--- src/rtl/maple_pkg.sv ---
// Shared types and constants for the Maple bus receiver.
package maple_pkg;

    typedef enum logic [2:0] {
        StIdle,
        StStart,
        StBitA,
        StBitB,
        StEnd
    } state_e;

    localparam int unsigned START_FALLS = 4;
    localparam int unsigned END_FALLS   = 2;

    // Bit positions inside the registered error-flag vector
    localparam int unsigned ERR_CRC = 0;
    localparam int unsigned ERR_LEN = 1;
    localparam int unsigned ERR_SEQ = 2;
    localparam int unsigned ERR_TMO = 3;

endpackage

--- src/rtl/maple_line_filter.sv ---
// Synchroniser plus deglitch filter for one Maple line; the line idles high.
module maple_line_filter #(
    parameter int unsigned SYNC_STAGES = 2,
    parameter int unsigned FILTER_LEN  = 3
) (
    input  logic clk,
    input  logic rst,
    input  logic pin,
    output logic level,
    output logic fall,
    output logic rise
);

    localparam int unsigned CW = (FILTER_LEN > 1) ? $clog2(FILTER_LEN) : 1;

    logic [SYNC_STAGES-1:0] sync_q;
    logic [CW-1:0]          cnt_q;
    logic                   filt_q;
    logic                   prev_q;
    logic                   sample;

    assign sample = sync_q[SYNC_STAGES-1];

    // cnt_q counts consecutive samples that disagree with the filtered value
    always_ff @(posedge clk) begin
        if (rst) begin
            sync_q <= '1;
            cnt_q  <= '0;
            filt_q <= 1'b1;
            prev_q <= 1'b1;
        end else begin
            sync_q <= {sync_q[SYNC_STAGES-2:0], pin};
            prev_q <= filt_q;
            if (sample == filt_q) begin
                cnt_q <= '0;
            end else if (cnt_q == CW'(FILTER_LEN - 1)) begin
                filt_q <= sample;
                cnt_q  <= '0;
            end else begin
                cnt_q <= cnt_q + CW'(1);
            end
        end
    end

    assign level = filt_q;
    assign fall  = prev_q & ~filt_q;
    assign rise  = ~prev_q & filt_q;

endmodule

--- src/rtl/maple_rx_frame.sv ---
// Maple bus frame receiver: pattern detection, two-phase bit decode, bytes and frame verdict.
module maple_rx_frame
    import maple_pkg::*;
#(
    parameter int unsigned SYNC_STAGES    = 2,
    parameter int unsigned FILTER_LEN     = 3,
    parameter int unsigned MAX_BYTES      = 1024,
    parameter int unsigned TIMEOUT_CYCLES = 4096
) (
    input  logic                               clk,
    input  logic                               rst,
    input  logic                               pin1,
    input  logic                               pin5,
    input  logic                               oe,
    input  logic                               arm,
    input  logic                               abort,
    output logic                               active,
    output logic                               start_detected,
    output logic [7:0]                         byte_data,
    output logic                               byte_valid,
    output logic                               frame_done,
    output logic                               frame_ok,
    output logic                               crc_err,
    output logic                               len_err,
    output logic                               seq_err,
    output logic                               timeout_err,
    output logic [$clog2(MAX_BYTES + 1)-1:0]   byte_count
);

    localparam int unsigned BCW = $clog2(MAX_BYTES + 1);
    localparam int unsigned TCW = $clog2(TIMEOUT_CYCLES + 1);

    logic l1, l5, f1, f5, r1, r5, any_edge;

    maple_line_filter #(.SYNC_STAGES(SYNC_STAGES), .FILTER_LEN(FILTER_LEN)) u_filt_pin1 (
        .clk  (clk),
        .rst  (rst),
        .pin  (pin1),
        .level(l1),
        .fall (f1),
        .rise (r1)
    );

    maple_line_filter #(.SYNC_STAGES(SYNC_STAGES), .FILTER_LEN(FILTER_LEN)) u_filt_pin5 (
        .clk  (clk),
        .rst  (rst),
        .pin  (pin5),
        .level(l5),
        .fall (f5),
        .rise (r5)
    );

    assign any_edge = f1 | f5 | r1 | r5;

    state_e           state_q, state_d;
    logic [2:0]       pat_cnt_q, pat_cnt_d;
    logic [2:0]       bit_cnt_q, bit_cnt_d;
    logic [6:0]       shift_q, shift_d;
    logic [7:0]       acc_q, acc_d;
    logic [BCW-1:0]   count_q, count_d;
    logic             ovf_q, ovf_d;
    logic [TCW-1:0]   tmo_q, tmo_d;
    logic             active_q, active_d;
    logic             start_det_q, start_det_d;
    logic [7:0]       data_q, data_d;
    logic             valid_q, valid_d;
    logic             done_q, done_d;
    logic             ok_q, ok_d;
    logic [3:0]       flags_q, flags_d;

    logic             bit_en, bit_val, end_frame, valid_end;
    logic [3:0]       err;

    always_ff @(posedge clk) begin
        if (rst) begin
            state_q     <= StIdle;
            pat_cnt_q   <= '0;
            bit_cnt_q   <= '0;
            shift_q     <= '0;
            acc_q       <= '0;
            count_q     <= '0;
            ovf_q       <= 1'b0;
            tmo_q       <= '0;
            active_q    <= 1'b0;
            start_det_q <= 1'b0;
            data_q      <= '0;
            valid_q     <= 1'b0;
            done_q      <= 1'b0;
            ok_q        <= 1'b0;
            flags_q     <= '0;
        end else begin
            state_q     <= state_d;
            pat_cnt_q   <= pat_cnt_d;
            bit_cnt_q   <= bit_cnt_d;
            shift_q     <= shift_d;
            acc_q       <= acc_d;
            count_q     <= count_d;
            ovf_q       <= ovf_d;
            tmo_q       <= tmo_d;
            active_q    <= active_d;
            start_det_q <= start_det_d;
            data_q      <= data_d;
            valid_q     <= valid_d;
            done_q      <= done_d;
            ok_q        <= ok_d;
            flags_q     <= flags_d;
        end
    end

    always_comb begin
        state_d     = state_q;
        pat_cnt_d   = pat_cnt_q;
        bit_cnt_d   = bit_cnt_q;
        shift_d     = shift_q;
        acc_d       = acc_q;
        count_d     = count_q;
        ovf_d       = ovf_q;
        active_d    = active_q;
        start_det_d = start_det_q;
        data_d      = data_q;
        valid_d     = 1'b0;
        done_d      = 1'b0;
        ok_d        = ok_q;
        flags_d     = flags_q;
        bit_en      = 1'b0;
        bit_val     = 1'b0;
        end_frame   = 1'b0;
        valid_end   = 1'b0;
        err         = '0;
        tmo_d       = (state_q == StIdle || any_edge) ? '0 : tmo_q + TCW'(1);

        if (oe) begin
            state_d     = StIdle;
            start_det_d = 1'b0;
        end else begin
            case (state_q)
                StIdle: begin
                    if (active_q && f1 && l5) begin
                        state_d   = StStart;
                        pat_cnt_d = '0;
                    end
                end
                StStart: begin
                    if (f5 && pat_cnt_q != 3'd7) pat_cnt_d = pat_cnt_q + 3'd1;
                    if (l1) begin
                        if (l5 && pat_cnt_q == 3'(START_FALLS)) begin
                            state_d     = StBitA;
                            start_det_d = 1'b1;
                            shift_d     = '0;
                            bit_cnt_d   = '0;
                            count_d     = '0;
                            acc_d       = '0;
                            ovf_d       = 1'b0;
                        end else begin
                            state_d = StIdle;
                        end
                    end
                end
                // A simultaneous fall on both lines counts as the expected clock
                StBitA: begin
                    if (f1) begin
                        bit_en  = 1'b1;
                        bit_val = l5;
                        state_d = StBitB;
                    end else if (f5) begin
                        if (!l1) begin
                            end_frame    = 1'b1;
                            err[ERR_SEQ] = 1'b1;
                        end else if (bit_cnt_q != 3'd0) begin
                            end_frame    = 1'b1;
                            err[ERR_LEN] = 1'b1;
                        end else begin
                            state_d   = StEnd;
                            pat_cnt_d = '0;
                        end
                    end
                end
                StBitB: begin
                    if (f5) begin
                        bit_en  = 1'b1;
                        bit_val = l1;
                        state_d = StBitA;
                    end else if (f1) begin
                        end_frame    = 1'b1;
                        err[ERR_SEQ] = 1'b1;
                    end
                end
                StEnd: begin
                    if (f1 && pat_cnt_q != 3'd7) pat_cnt_d = pat_cnt_q + 3'd1;
                    if (l5) begin
                        end_frame = 1'b1;
                        if (l1 && pat_cnt_q == 3'(END_FALLS)) begin
                            valid_end    = 1'b1;
                            err[ERR_CRC] = (acc_q != 8'd0);
                            err[ERR_LEN] = ovf_q || (count_q[1:0] != 2'b01) || (count_q == '0);
                        end else begin
                            err[ERR_SEQ] = 1'b1;
                        end
                    end
                end
                default: state_d = StIdle;
            endcase

            if (state_q != StIdle && !any_edge && tmo_q == TCW'(TIMEOUT_CYCLES - 1)) begin
                end_frame    = 1'b1;
                valid_end    = 1'b0;
                err          = '0;
                err[ERR_TMO] = 1'b1;
            end
        end

        if (bit_en) begin
            shift_d   = {shift_q[5:0], bit_val};
            bit_cnt_d = bit_cnt_q + 3'd1;
            if (bit_cnt_q == 3'd7) begin
                // Bytes past MAX_BYTES are dropped, but the frame is still decoded to its end
                if (count_q == BCW'(MAX_BYTES)) begin
                    ovf_d = 1'b1;
                end else begin
                    data_d  = {shift_q, bit_val};
                    valid_d = 1'b1;
                    acc_d   = acc_q ^ {shift_q, bit_val};
                    count_d = count_q + BCW'(1);
                end
            end
        end

        if (abort) end_frame = 1'b0;

        if (end_frame) begin
            done_d  = 1'b1;
            flags_d = err;
            ok_d    = valid_end && (err == '0);
            state_d = StIdle;
            if (valid_end) active_d = 1'b0;
        end

        if (abort) begin
            active_d = 1'b0;
            state_d  = StIdle;
        end else if (arm) begin
            active_d    = 1'b1;
            state_d     = StIdle;
            start_det_d = 1'b0;
        end
    end

    assign active         = active_q;
    assign start_detected = start_det_q;
    assign byte_data      = data_q;
    assign byte_valid     = valid_q;
    assign frame_done     = done_q;
    assign frame_ok       = ok_q;
    assign crc_err        = flags_q[ERR_CRC];
    assign len_err        = flags_q[ERR_LEN];
    assign seq_err        = flags_q[ERR_SEQ];
    assign timeout_err    = flags_q[ERR_TMO];
    assign byte_count     = count_q;

endmodule
--- config.mk ---
export PLATFORM = sky130hd
export DESIGN_NAME = maple_rx_frame
export DESIGN_NICKNAME = d
export VERILOG_FILES = /design/src/rtl/maple_pkg.sv /design/src/rtl/maple_line_filter.sv /design/src/rtl/maple_rx_frame.sv
export SDC_FILE = /design/constraint.sdc
export NUM_CORES = 1
export LEC_CHECK = 0
export ABC_AREA = 1
export BUFFER_PORTS_ARGS = -buffer_cell sky130_fd_sc_hd__buf_2
export CAP_MARGIN = 30
export CORE_MARGIN = 2
export CORE_UTILIZATION = 40
export CTS_CLUSTER_DIAMETER = 80
export CTS_CLUSTER_SIZE = 10
export DETAILED_ROUTE_END_ITERATION = 12
export HOLD_SLACK_MARGIN = 0.02
export PLACE_DENSITY = 0.63
export SYNTH_ARGS = -nofsm -noshare
export SYNTH_HDL_FRONTEND = slang
export SYNTH_SLANG_ARGS = --single-unit
--- constraint.sdc ---
create_clock -name clk -period 2.47 [get_ports clk]
set_input_delay 0.247 -clock clk [delete_from_list [all_inputs] [get_ports clk]]
set_output_delay 0.247 -clock clk [all_outputs]
set_load 0.01 [all_outputs]
# == After elaboration in Yosys (flattened, before gate mapping) ==
# Cells that the tools add are included.
# op_classes
reduce_logical,38
n_addsub,6
n_bitwise,19
eq_ne,28
muxes,94
# op_table
op,count
11-bit two-way mux,7
3-bit two-way mux,20
8-bit two-way mux,7
1-bit two-way mux,42
7-bit two-way mux,5
3-bit case mux with 5 select lines,1
13-bit by 1-bit adder with 13-bit output (second input constant),1
13-bit by 12-bit == test with 1-bit output (second input constant),1
2-bit != test (second input constant),6
3-bit case mux with 4 select lines,1
11-bit by 1-bit adder with 11-bit output (second input constant),1
11-bit == test (second input constant),1
11-bit logical NOT,1
1-bit NOT,11
2-bit by 1-bit != test with 1-bit output (second input constant),5
2-bit nonzero test,5
3-bit by 2-bit == test with 1-bit output (second input constant),3
3-bit == test (second input constant),3
1-bit logical AND,9
3-bit != test (second input constant),3
9-bit AND reduction,1
3-bit OR reduction,3
2-bit two-way mux,4
4-bit two-way mux,2
24 further kinds,42
# totals
regBits,78
output_inout_bits,28

# == Longest topological paths before layout ==
# Gate-level depths: netlist of the first run.
# depth
depth_word,13
mapped_depth,11
ltp_nobuf,11

# == Modules after synthesis ==
# Synthesis of the first run repeated with hierarchy kept, for this count alone.
# hier_totals
hier_cells,515
area_unflattened_um2,3717.3
# by_module_without_submodules
module,seq_area_each_um2,area_per_inst_um2,cells_each,n_inst
maple_rx_frame,1321.3,3286.9,467,1
maple_line_filter,120.1,215.2,24,2

# == Worst setup path after synthesis of the first run ==
# OpenSTA, ideal clock, no wires.
# synth_path
path_kind,reg-to-reg
start,register count_q[0] (netlist: byte_count[0])
end,register count_q[3] (netlist: byte_count[3])
required_time_ns,2.402
setup_time_ns,0.068
path_stages_with_launch,11
synth_period_minus_slack_ns,1.606
arrival_time_ns,1.538
n_path_buf,0
path_slack_ns,0.864
cell_sequence,dfxtp_1 inv_1 ha_1 nand2_1 nor2_1 nand4_1 inv_1 nor2_8 a21oi_1 nand2_1 a21oi_2
# synth_between
elab_chain_cells,4
# synth_lines
element,line,source
"start, declared",maple_rx_frame.sv:60,"logic [BCW-1:0] count_q, count_d;"
"start signal, assigned",maple_rx_frame.sv:97,count_q <= count_d;
11-bit by 1-bit adder with 11-bit output or 11-bit == test (tied branches),"maple_rx_frame.sv:223, maple_rx_frame.sv:217",
11-bit two-way mux (*),maple_rx_frame.sv:217,if (count_q == BCW'(MAX_BYTES)) begin
11-bit two-way mux (*),maple_rx_frame.sv:215,if (bit_cnt_q == 3'd7) begin
11-bit two-way mux (*),maple_rx_frame.sv:212,if (bit_en) begin
# Every way passes the cells marked *; elsewhere a longest branch is shown, timed or not.
# A chain may end at the register's enable or synchronous reset.

# == Final worst setup path of the first run ==
# layout_path
start,register state_q[0]
end,register count_q[10] (netlist: byte_count[10])
# layout_between
elab_chain_cells,6
# layout_lines
element,line,source
"start, declared",maple_rx_frame.sv:55,"state_e state_q, state_d;"
"start signal, assigned",maple_rx_frame.sv:76,state_q <= StIdle;
"start signal, assigned",maple_rx_frame.sv:92,state_q <= state_d;
3-bit by 1-bit == test with 1-bit output,maple_rx_frame.sv:136,case (state_q)
11-bit two-way mux,maple_rx_frame.sv:136,
11-bit two-way mux,maple_rx_frame.sv:132,if (oe) begin
11-bit two-way mux,maple_rx_frame.sv:217,
11-bit two-way mux,maple_rx_frame.sv:215,
11-bit two-way mux (*),maple_rx_frame.sv:212,
# Marked as above.

==> results.json, run 1 <==
{
  "multi_input_area_mm2": 0.00184,
  "antenna_left": 0,
  "grt_first_pass_wirelength_mm": 14.2,
  "first_global_vias": 3105,
  "worst_hold_path_type": "input port to flop",
  "regArea_mm2": 0.00156,
  "slew_violations": 0,
  "design.die.area_mm2": 0.00995,
  "synth_area_per_cell_um2": 7.31,
  "core_region_area_mm2": 0.00881,
  "met1_usage": 0.233,
  "syn2layout_area_growth_pct": 14.1,
  "timing.critical_path.from_type": "flop",
  "viasPerCell": 4.96,
  "critPathMaxStageDelay_ns": 0.38,
  "cpMostUsedCell": "sky130_fd_sc_hd__nand2_1",
  "grt_usage": 0.177,
  "worst_ep_required_time_ns": 2.76,
  "cts.hold.buffers_added": 0,
  "cts_tree": "yes",
  "crit_path_max_fanout": 17,
  "dp_cells": 641,
  "netlist_area_mm2": 0.00367,
  "grt_start_max_net_pins": 21,
  "port_buffers": 34,
  "critical_path.top_delay_family": "simple AND/OR/NAND/NOR gates",
  "crit_type": "flop to flop",
  "setup_viol_count_final": 0,
  "post_cts.repair.setup_buffers": 0,
  "endpoint_kind": "flop",
  "antenna_cells_inserted": 0,
  "synth.area.top_cells": "sky130_fd_sc_hd__dfxtp_1 (43%), sky130_fd_sc_hd__nand2_1 (11%), sky130_fd_sc_hd__nor2_1 (7.2%)",
  "timing.critical_path.arrival_ns": 2.31,
  "worst_clock_skew_ns": 0.0247,
  "critical_path.slowest_cell": "sky130_fd_sc_hd__nand2_1",
  "yosys_most_used_dff": "sky130_fd_sc_hd__dfxtp_1",
  "clkSlewWorstSetupHoldPaths_ns": 0.08,
  "num_io_pins": 35,
  "synth_warnings": 0,
  "vdd_ir_drop_max_mv": 0.294,
  "final-instance-count-excl-fill": 657,
  "root_buffer_cell": "sky130_fd_sc_hd__clkbuf_8",
  "cts_htree_levels": 3,
  "nFillCells": 863,
  "global_route.usage.met3": 0.0387,
  "antenna_found_initial": 0,
  "fin_setup_tns_ns": 0,
  "cts-buffers-inserted": 9,
  "top_usage_layer": "met2",
  "worst_path_depth": 11,
  "die_width_um": 99.8,
  "die_h_um": 99.8,
  "cts_max_path_buffers": 2,
  "synth_fp_nets": 522,
  "ys_types": 40,
  "fin_total_pwr_uw": 2310,
  "wl_mm": 8.29,
  "final_hold_viol_count": 0,
  "hold_path_depth": 2,
  "yosys_register_bits": 78,
  "timing.reg2reg.worst_path_depth": 11,
  "clock.fmax_mhz": 496,
  "timing.max_slew.rel_slack": 0.608,
  "wl_per_cell_um": 12.6,
  "initial_core_util": 0.417,
  "timing.critical_path.buf_inv": 2,
  "fin_worst_hold_slack_ns": 0.0870,
  "power.static_leakage_uw": 0.00180,
  "timing.critical_path.cells": "inv_2 -> nand3_2 -> inv_2 -> nand2_4 -> nand2_1 -> nand2_1 -> nor2_1 -> nand2_1 -> nor2_1 -> xor2_1 -> and2_1",
  "grt.met2_usage": 0.292,
  "post-route-period-util": 0.816,
  "ys_async_sr_fraction": 0,
  "final.min_clock_period_ns": 2.01,
  "clk_latency_ns": 0.36,
  "run_status": "finished clean",
  "cts_resized": 0,
  "synth_top_area_frac": 0.426,
  "rows": 34,
  "place_hpwl_mm": 6.19,
  "detailroute.via_count": 3258,
  "firstDrtPassIters": 5,
  "tightestPinTransition_ns": 0.587,
  "power_density_mw_per_mm2": 551,
  "globalplace.congestion": 0.935,
  "syn-instance-count": 502,
  "unrepaired_setup_endpoints_after_global_routing": "false",
  "first_iter_violations": 203,
  "yosysTopAreaCell": "sky130_fd_sc_hd__dfxtp_1",
  "synth.yosys.seq_area_share": 0.426,
  "post_route_cells_drive_above_1_share": 0.160,
  "synth-edff-count": 0,
  "drcViolationCount": 0,
  "clock_sinks": 78,
  "maxCapViolations": 0,
  "layout.nets": 564,
  "gr-total-overflow": 0
}
[flip-flops by register name (all words and copies together), names as in the netlist, 2 cells and up]
register,cells
u_filt_pin5.cnt_q,2
flags_q,4
u_filt_pin5.sync_q,2
acc_q,8
bit_cnt_q,3
u_filt_pin1.cnt_q,2
shift_q,7
byte_data,8
state_q,3
u_filt_pin1.sync_q,2
byte_count,11
tmo_q,13
pat_cnt_q,3
[report_power, final]
| part | internal, uW | switching, uW |
|---|---|---|
| Combinational | 16.1 | 34.6 |
| Clock | 500 | 491 |
| Sequential | 1260 | 3.14 |
[cell families (layout without fill, tap and decap cells)]
kind of cell,count (synthesis),after routing,share of synthesized area
simple gates,253,253,0.314
compound gates,82,82,0.126
flops,78,78,0.426
buf+inv,69,116,0.0737
fa+ha+maj,13,13,0.0443
xor+xnor,7,7,0.0167
[final timing paths]
path | startpoint | end | slack [ns]
setup / recovery | state_q[0]$_SDFFE_PP0P_ | byte_count[10]$_SDFF_PP0_ | 0.46
hold / removal | pin1 | u_filt_pin1.sync_q[0]$_SDFF_PP1_ | 0.09
setup reg to reg | state_q[0]$_SDFFE_PP0P_ | byte_count[10]$_SDFF_PP0_ | 0.46
hold reg to reg | u_filt_pin5.sync_q[0]$_SDFF_PP1_ | u_filt_pin5.sync_q[1]$_SDFF_PP1_ | 0.40
[cell type report]
| class | instances | area share |
|---|---|---|
| clock inverters | 6 | 0.0164 |
| flip-flops and latches | 78 | 0.373 |
| clock buffers | 10 | 0.0329 |
| repair buffers | 41 | 0.0532 |
| well taps | 108 | 0.0323 |
| multi-input cells | 355 | 0.439 |
| inverters | 59 | 0.0529 |
[routing by layer]
layer | share of wire | up-vias | routed length, um
met5 | 0 | - | 0
met4 | 0.013 | 0 | 110
met3 | 0.051 | 13 | 420
met2 | 0.47 | 80 | 3890
met1 | 0.47 | 1446 | 3870
li1 | - | 1719 | -
[through the flow]
| stage | area [um^2] | worst slack (ns) | utilization |
|---|---|---|---|
| final | 4180 | 0.455 | 0.475 |
| after global routing | 4180 | 0.186 | 0.475 |
| after CTS | 4180 | 0.449 | 0.475 |
| after detailed placement | 3980 | 0.475 | 0.452 |
| after global placement | 3980 | 0.512 | 0.452 |
| after floorplan | 3670 | 0.864 | - |
[synth_stat cells (2+ instances only)]
library cell and n:
sky130_fd_sc_hd__or2_2 4, sky130_fd_sc_hd__o21ai_0 23, sky130_fd_sc_hd__nand4_1 10, sky130_fd_sc_hd__nor2_1 70, sky130_fd_sc_hd__nand3_1 30, sky130_fd_sc_hd__nand2_1 107, sky130_fd_sc_hd__o21ai_1 3, sky130_fd_sc_hd__inv_2 6
sky130_fd_sc_hd__nor3_1 11, sky130_fd_sc_hd__nor3b_1 3, sky130_fd_sc_hd__a21oi_2 3, sky130_fd_sc_hd__nand2_4 2, sky130_fd_sc_hd__nand2_2 3, sky130_fd_sc_hd__o31ai_1 3, sky130_fd_sc_hd__a211oi_1 2, sky130_fd_sc_hd__ha_1 13
sky130_fd_sc_hd__nand3_2 4, sky130_fd_sc_hd__clkbuf_1 6, sky130_fd_sc_hd__nor3_2 3, sky130_fd_sc_hd__dfxtp_1 78, sky130_fd_sc_hd__inv_1 52, sky130_fd_sc_hd__buf_2 3, sky130_fd_sc_hd__a21oi_1 41, sky130_fd_sc_hd__xor2_1 6
[layout by cell type (no fill, tap or decap), drive strengths merged, types with 2 or more instances in the layout]
cell	Yosys	layout
nor3b	3	3
clkinv	1	4
or2	4	4
o21ai	27	27
xor2	6	6
nand2	112	112
buf	4	41
nor2	73	73
ha	13	13
nand4	10	10
nand3	34	34
dfxtp	78	78
nor3	14	14
a21oi	45	45
clkbuf	6	10
o31ai	3	3
a211oi	2	2
inv	58	59
(Power assumes the default switching activity.)
==> run 2: changes to the inputs <==
--- a/config.mk
+++ b/config.mk
@@ -14,7 +14,7 @@
 export CTS_CLUSTER_SIZE = 10
 export DETAILED_ROUTE_END_ITERATION = 12
 export HOLD_SLACK_MARGIN = 0.02
-export PLACE_DENSITY = 0.63
+export PLACE_DENSITY = 0.65
 export SYNTH_ARGS = -nofsm -noshare
 export SYNTH_HDL_FRONTEND = slang
 export SYNTH_SLANG_ARGS = --single-unit
==> constraint.sdc (replaced) <==
create_clock -name clk -period 1.8 [get_ports clk]
set_input_delay 0.18 -clock clk [delete_from_list [all_inputs] [get_ports clk]]
set_output_delay 0.18 -clock clk [all_outputs]
set_load 0.01 [all_outputs]
==> run 2 against run 1 <==
  * Worst setup slack worse by 0.33 ns
  * Via count increased by 6.9%
  * Clock-buffer cell count shrank 1
  * Sequential share of layout area is 2.4 points lower
  * Highest routed layer unchanged
  * Core utilization rose by 3.4 points
  * First-iteration DRC count decreased by 30%
  * Routed wire length grew 5.8%
  * Critical endpoint is now byte_count[6]$_SDFF_PP0_
  * Combinational power up 57%
==> results.json, run 2 (same netlist as run 1, synthesis figures left out) <==
{
  "run_status": "finished clean",
  "critPathMaxStageDelay_ns": 0.35,
  "initial_core_util": 0.417,
  "rows": 34,
  "detailroute.via_count": 3483,
  "syn2layout_area_growth_pct": 22.3,
  "dp_cells": 662,
  "layout.nets": 594,
  "setup_viol_count_final": 0,
  "drcViolationCount": 0,
  "timing.critical_path.from_type": "flop",
  "cts_tree": "yes",
  "first_global_vias": 3255,
  "post_route_cells_drive_above_1_share": 0.237,
  "wl_mm": 8.78,
  "vdd_ir_drop_max_mv": 0.505,
  "largest-register": "tmo_q",
  "antenna_cells_inserted": 0,
  "viasPerCell": 5.07,
  "clock_sinks": 78,
  "slack_of_the_worst_reg_to_reg_path_ns": 0.12,
  "cts_max_path_buffers": 2,
  "port_buffers": 34,
  "nFillCells": 881,
  "timing.max_slew.rel_slack": 0.756,
  "worst_ep_required_time_ns": 2.05,
  "fin_worst_hold_slack_ns": 0.0377,
  "grt_start_max_net_pins": 22,
  "largest_reg_flops": 13,
  "core_region_area_mm2": 0.00881,
  "final_hold_viol_count": 0,
  "clkSlewWorstSetupHoldPaths_ns": 0.09,
  "firstDrtPassIters": 4,
  "critical_path.slowest_cell": "sky130_fd_sc_hd__dfxtp_2",
  "wl_per_cell_um": 12.8,
  "num_io_pins": 35,
  "power_density_mw_per_mm2": 681,
  "cts_htree_levels": 3,
  "grt_first_pass_wirelength_mm": 14.6,
  "slew_violations": 0,
  "gr-total-overflow": 0,
  "root_buffer_cell": "sky130_fd_sc_hd__clkbuf_8",
  "crit_type": "flop to flop",
  "endpoint_kind": "flop",
  "layout.cells.most_common_list": "sky130_fd_sc_hd__nand2_1 (102), sky130_fd_sc_hd__dfxtp_1 (73), sky130_fd_sc_hd__nor2_1 (63)",
  "finalCoreUtilization": 0.510,
  "power.static_leakage_uw": 0.00195,
  "cts-buffers-inserted": 9,
  "first_iter_violations": 142,
  "tightestPinTransition_ns": 0.365,
  "final_common_cell": "sky130_fd_sc_hd__nand2_1",
  "crit_path_max_fanout": 8,
  "stdcell_area_mm2": 0.00449,
  "worst_clock_skew_ns": 0.0128,
  "clk_latency_ns": 0.36,
  "design.die.area_mm2": 0.00995,
  "unrepaired_setup_endpoints_after_global_routing": "true",
  "place_hpwl_mm": 6.46,
  "detailed_place.area_mm2": 0.00414,
  "maxCapViolations": 0,
  "timing.critical_path.cells": "inv_2 -> nand3_2 -> inv_2 -> nand2_4 -> buf_4 -> a21oi_4 -> nand2_4 -> nor2_8 -> buf_6 -> nand3_1 -> nand2_1 -> a21oi_2",
  "grt_usage": 0.180,
  "final.min_clock_period_ns": 1.68,
  "clock.fmax_mhz": 595,
  "globalplace.congestion": 0.883,
  "final-instance-count-excl-fill": 687,
  "worst_hold_path_type": "input port to flop",
  "die_h_um": 99.8,
  "die_width_um": 99.8,
  "antenna_found_initial": 0,
  "antenna_left": 0,
  "timing.critical_path.arrival_ns": 1.93,
  "post-route-period-util": 0.933
}
## run 2: worst max-delay path: cells and delay by family (launching register included)
kind                   cells  cell delay (ns)
buffers and inverters      4             0.49
AOI/OAI and AO/OA          2             0.19
DFF                        1             0.35
and+or+nand+nor            6             0.56
## run 2: layer usage
layer,vias to the layer above,routed length (um),GRT usage
met3,21,313,0.0358
li1,1786,-,-
met5,-,0,0
met1,1613,4160,0.228
met2,63,4120,0.296
met4,0,193,0.0822
## run 2: final timing paths
| kind | from | cells after the start | end |
|---|---|---|---|
| setup / recovery | state_q[2]$_SDFFE_PP0P_ | 12 | byte_count[6]$_SDFF_PP0_ |
| hold / removal | abort | 2 | active$_SDFFE_PP0P_ |
| setup reg to reg | state_q[2]$_SDFFE_PP0P_ | 12 | byte_count[6]$_SDFF_PP0_ |
| hold reg to reg | u_filt_pin5.sync_q[0]$_SDFF_PP1_ | 1 | u_filt_pin5.sync_q[1]$_SDFF_PP1_ |
## run 2: report_power, final
group	total, uW	internal [uW]	switching [uW]
logic	79.2	28.6	50.6
registers	1730	1730	3.98
clock network	1240	517	723
total	3050	2280	778
## run 2: cell type report
| type | instances | area [um^2] | area share |
|---|---|---|---|
| multi-input combinational | 356 | 1930 | 0.430 |
| sequential | 78 | 1570 | 0.349 |
| timing repair buffer | 70 | 452 | 0.101 |
| inverter | 59 | 221 | 0.0494 |
| tap | 108 | 135 | 0.0301 |
| clock buffer | 9 | 124 | 0.0276 |
| clock inverter | 7 | 56.3 | 0.0125 |
## run 2: per-stage QoR
step	setup TNS (ns)	setup slack (ns)	power (uW)
2_1_floorplan	0	0.194	1820
3_3_place_gp	-0.170	-0.0617	1850
3_5_place_dp	-0.233	-0.0811	1850
4_1_cts	0	0.0117	3080
5_1_grt	-0.0518	-0.0299	3160
6_report	0	0.120	3050
## run 2: repair_timing
action	in CTS	in global routing
endpoints found under the hold margin	3	0
setup buffers	0	5
hold buffers	3	0
setup endpoints to repair	5	44
pin swaps	0	9
resized for setup	1	33
cloned	0	1
==> run 3: changes to the inputs <==
--- a/config.mk
+++ b/config.mk
@@ -9,12 +9,12 @@
 export BUFFER_PORTS_ARGS = -buffer_cell sky130_fd_sc_hd__buf_2
 export CAP_MARGIN = 30
 export CORE_MARGIN = 2
-export CORE_UTILIZATION = 40
+export CORE_UTILIZATION = 53
 export CTS_CLUSTER_DIAMETER = 80
 export CTS_CLUSTER_SIZE = 10
 export DETAILED_ROUTE_END_ITERATION = 12
 export HOLD_SLACK_MARGIN = 0.02
-export PLACE_DENSITY = 0.65
+export PLACE_DENSITY = 0.8
 export SYNTH_ARGS = -nofsm -noshare
 export SYNTH_HDL_FRONTEND = slang
 export SYNTH_SLANG_ARGS = --single-unit
==> run 3 against run 2 <==
  * Non-clock buffer count down 6
  * Critical path depth down 1
  * Core utilization up 14 points
  * Largest cell class unchanged
  * Sequential power about the same
==> results.json, run 3 (same netlist as run 1, synthesis figures left out) <==
{
  "run_status": "finished clean",
  "final_common_cell": "sky130_fd_sc_hd__nand2_1",
  "die_width_um": 87.2,
  "syn2layout_area_growth_pct": 20.5,
  "globalplace.congestion": 0.958,
  "crit_type": "flop to flop",
  "gr-total-overflow": 0,
  "worst_ep_required_time_ns": 2.04,
  "grt_start_max_net_pins": 18,
  "timing.critical_path.from_type": "flop",
  "post-route-period-util": 0.940,
  "detailroute.via_count": 3514,
  "grt_first_pass_wirelength_mm": 14.5,
  "power.static_leakage_uw": 0.00194,
  "viasPerCell": 5.40,
  "cts_max_path_buffers": 2,
  "num_io_pins": 35,
  "clock_sinks": 78,
  "first_global_vias": 3260,
  "first_iter_violations": 229,
  "port_buffers": 34,
  "layout.cells.most_common_list": "sky130_fd_sc_hd__nand2_1 (104), sky130_fd_sc_hd__dfxtp_1 (73), sky130_fd_sc_hd__nor2_1 (63)",
  "power_frac_seq": 0.540,
  "power_frac_clock": 0.436,
  "wl_per_cell_um": 13.4,
  "largest_reg_flops": 13,
  "unrepaired_setup_endpoints_after_global_routing": "true",
  "pwr-share-comb": 0.024,
  "final.min_clock_period_ns": 1.69,
  "dp_cells": 630,
  "tightestPinTransition_ns": 0.496,
  "crit_path_max_fanout": 11,
  "timing.max_slew.rel_slack": 0.669,
  "maxCapViolations": 0,
  "clk_latency_ns": 0.36,
  "net_switching_power_uw": 689,
  "cts_htree_levels": 3,
  "place_hpwl_mm": 6.25,
  "firstDrtPassIters": 5,
  "initial_core_util": 0.543,
  "largest-register": "tmo_q",
  "drcViolationCount": 0,
  "layout.nets": 588,
  "internal-power_uw": 2520,
  "fin_worst_hold_slack_ns": 0.0295,
  "timing.critical_path.arrival_ns": 1.94,
  "slew_violations": 0,
  "antenna_found_initial": 0,
  "grt_usage": 0.242,
  "clock.fmax_mhz": 591,
  "cts-buffers-inserted": 9,
  "power_density_mw_per_mm2": 727,
  "detailed_place.area_mm2": 0.00407,
  "wl_mm": 8.71,
  "post_route_cells_drive_above_1_share": 0.228,
  "clkSlewWorstSetupHoldPaths_ns": 0.09,
  "cts_tree": "yes",
  "endpoint_kind": "flop",
  "vdd_ir_drop_max_mv": 0.519,
  "die_h_um": 87.2,
  "design.die.area_mm2": 0.00760,
  "worst_hold_path_type": "input port to flop",
  "final_hold_viol_count": 0,
  "switching_share_of_total_power": 0.215,
  "antenna_left": 0,
  "final-instance-count-excl-fill": 651,
  "worst_clock_skew_ns": 0.0117,
  "antenna_cells_inserted": 0,
  "stdcell_area_mm2": 0.00442,
  "root_buffer_cell": "sky130_fd_sc_hd__clkbuf_8",
  "rows": 30,
  "setup_viol_count_final": 0,
  "core_region_area_mm2": 0.00676
}
[run 3: changes by cell type in the layout (fill, tap and decap cells not counted), moves of 2 or more]
cell,before,now
sky130_fd_sc_hd__nor3_1,11,8
sky130_fd_sc_hd__nor3_2,3,6
sky130_fd_sc_hd__nand2_1,102,104
sky130_fd_sc_hd__inv_6,2,0
sky130_fd_sc_hd__o21ai_1,7,5
sky130_fd_sc_hd__bufinv_16,0,2
sky130_fd_sc_hd__buf_4,32,28
sky130_fd_sc_hd__clkinvlp_4,3,0
sky130_fd_sc_hd__o21ai_0,19,21
[run 3: area by class of cell]
class | instances | area (um^2)
Fill cell | 589 | 2340
Multi-Input combinational cell | 356 | 1930
Sequential cell | 78 | 1570
Timing Repair Buffer | 64 | 400
Inverter | 59 | 224
Clock buffer | 10 | 128
Tap cell | 80 | 100
Clock inverter | 4 | 73.8
[run 3: path summary, 6_finish.rpt]
path                                    start                               end  slack, ns  cells past startpoint
max                   state_q[2]$_SDFFE_PP0P_               acc_q[4]$_SDFF_PP0_       0.11                     11
min                                       arm         start_detected$_SDFF_PP0_       0.03                      2
max reg2reg           state_q[2]$_SDFFE_PP0P_               acc_q[4]$_SDFF_PP0_       0.11                     11
min reg2reg  u_filt_pin5.sync_q[0]$_SDFF_PP1_  u_filt_pin5.sync_q[1]$_SDFF_PP1_       0.40                      1
[run 3: through the flow]
step,power [uW],setup TNS (ns),utilization,worst slack [ns]
global route,3300,-0.139,0.654,-0.0538
CTS,3220,0,0.636,0.0387
finish,3210,0,0.654,0.108
floorplan,1820,0,-,0.194
detailed placement,1850,-0.455,0.602,-0.122
global placement,1840,-0.338,0.602,-0.0914
[run 3: what timing repair did]
action	CTS	global route
resized for setup	1	30
setup endpoints to repair	5	40
pin swaps	0	11
hold buffers	2	0
endpoints found under the hold margin	2	0
buffers inserted	0	4
gates cloned	0	1
[run 3: routing by layer]
metal	track usage	share of wire
met2	0.390	0.46
met1	0.316	0.46
met4	0.117	0.031
met3	0.0408	0.046
met5	0	0
[run 3: critical path: stages, from the launching register on]
cell and delay (ns):
sky130_fd_sc_hd__dfxtp_1 0.36, sky130_fd_sc_hd__inv_2 0.10, sky130_fd_sc_hd__nand3_2 0.12, sky130_fd_sc_hd__inv_4 0.11
sky130_fd_sc_hd__nand2_4 0.07, sky130_fd_sc_hd__nand2_1 0.06, sky130_fd_sc_hd__nand2_1 0.07, sky130_fd_sc_hd__nor2_2 0.13
sky130_fd_sc_hd__nand2_2 0.10, sky130_fd_sc_hd__buf_4 0.19, sky130_fd_sc_hd__nor3b_1 0.19, sky130_fd_sc_hd__nor3_1 0.06
[run 3: power by group through the flow]
stage / logic [uW] / registers (uW) / clock network (uW)
finish: 76.8 / 1730 / 1400
global route: 84.4 / 1740 / 1480
CTS: 74.6 / 1730 / 1410
detailed placement: 70.9 / 1780 / 0
global placement: 69.3 / 1780 / 0
floorplan: 40.5 / 1770 / 0
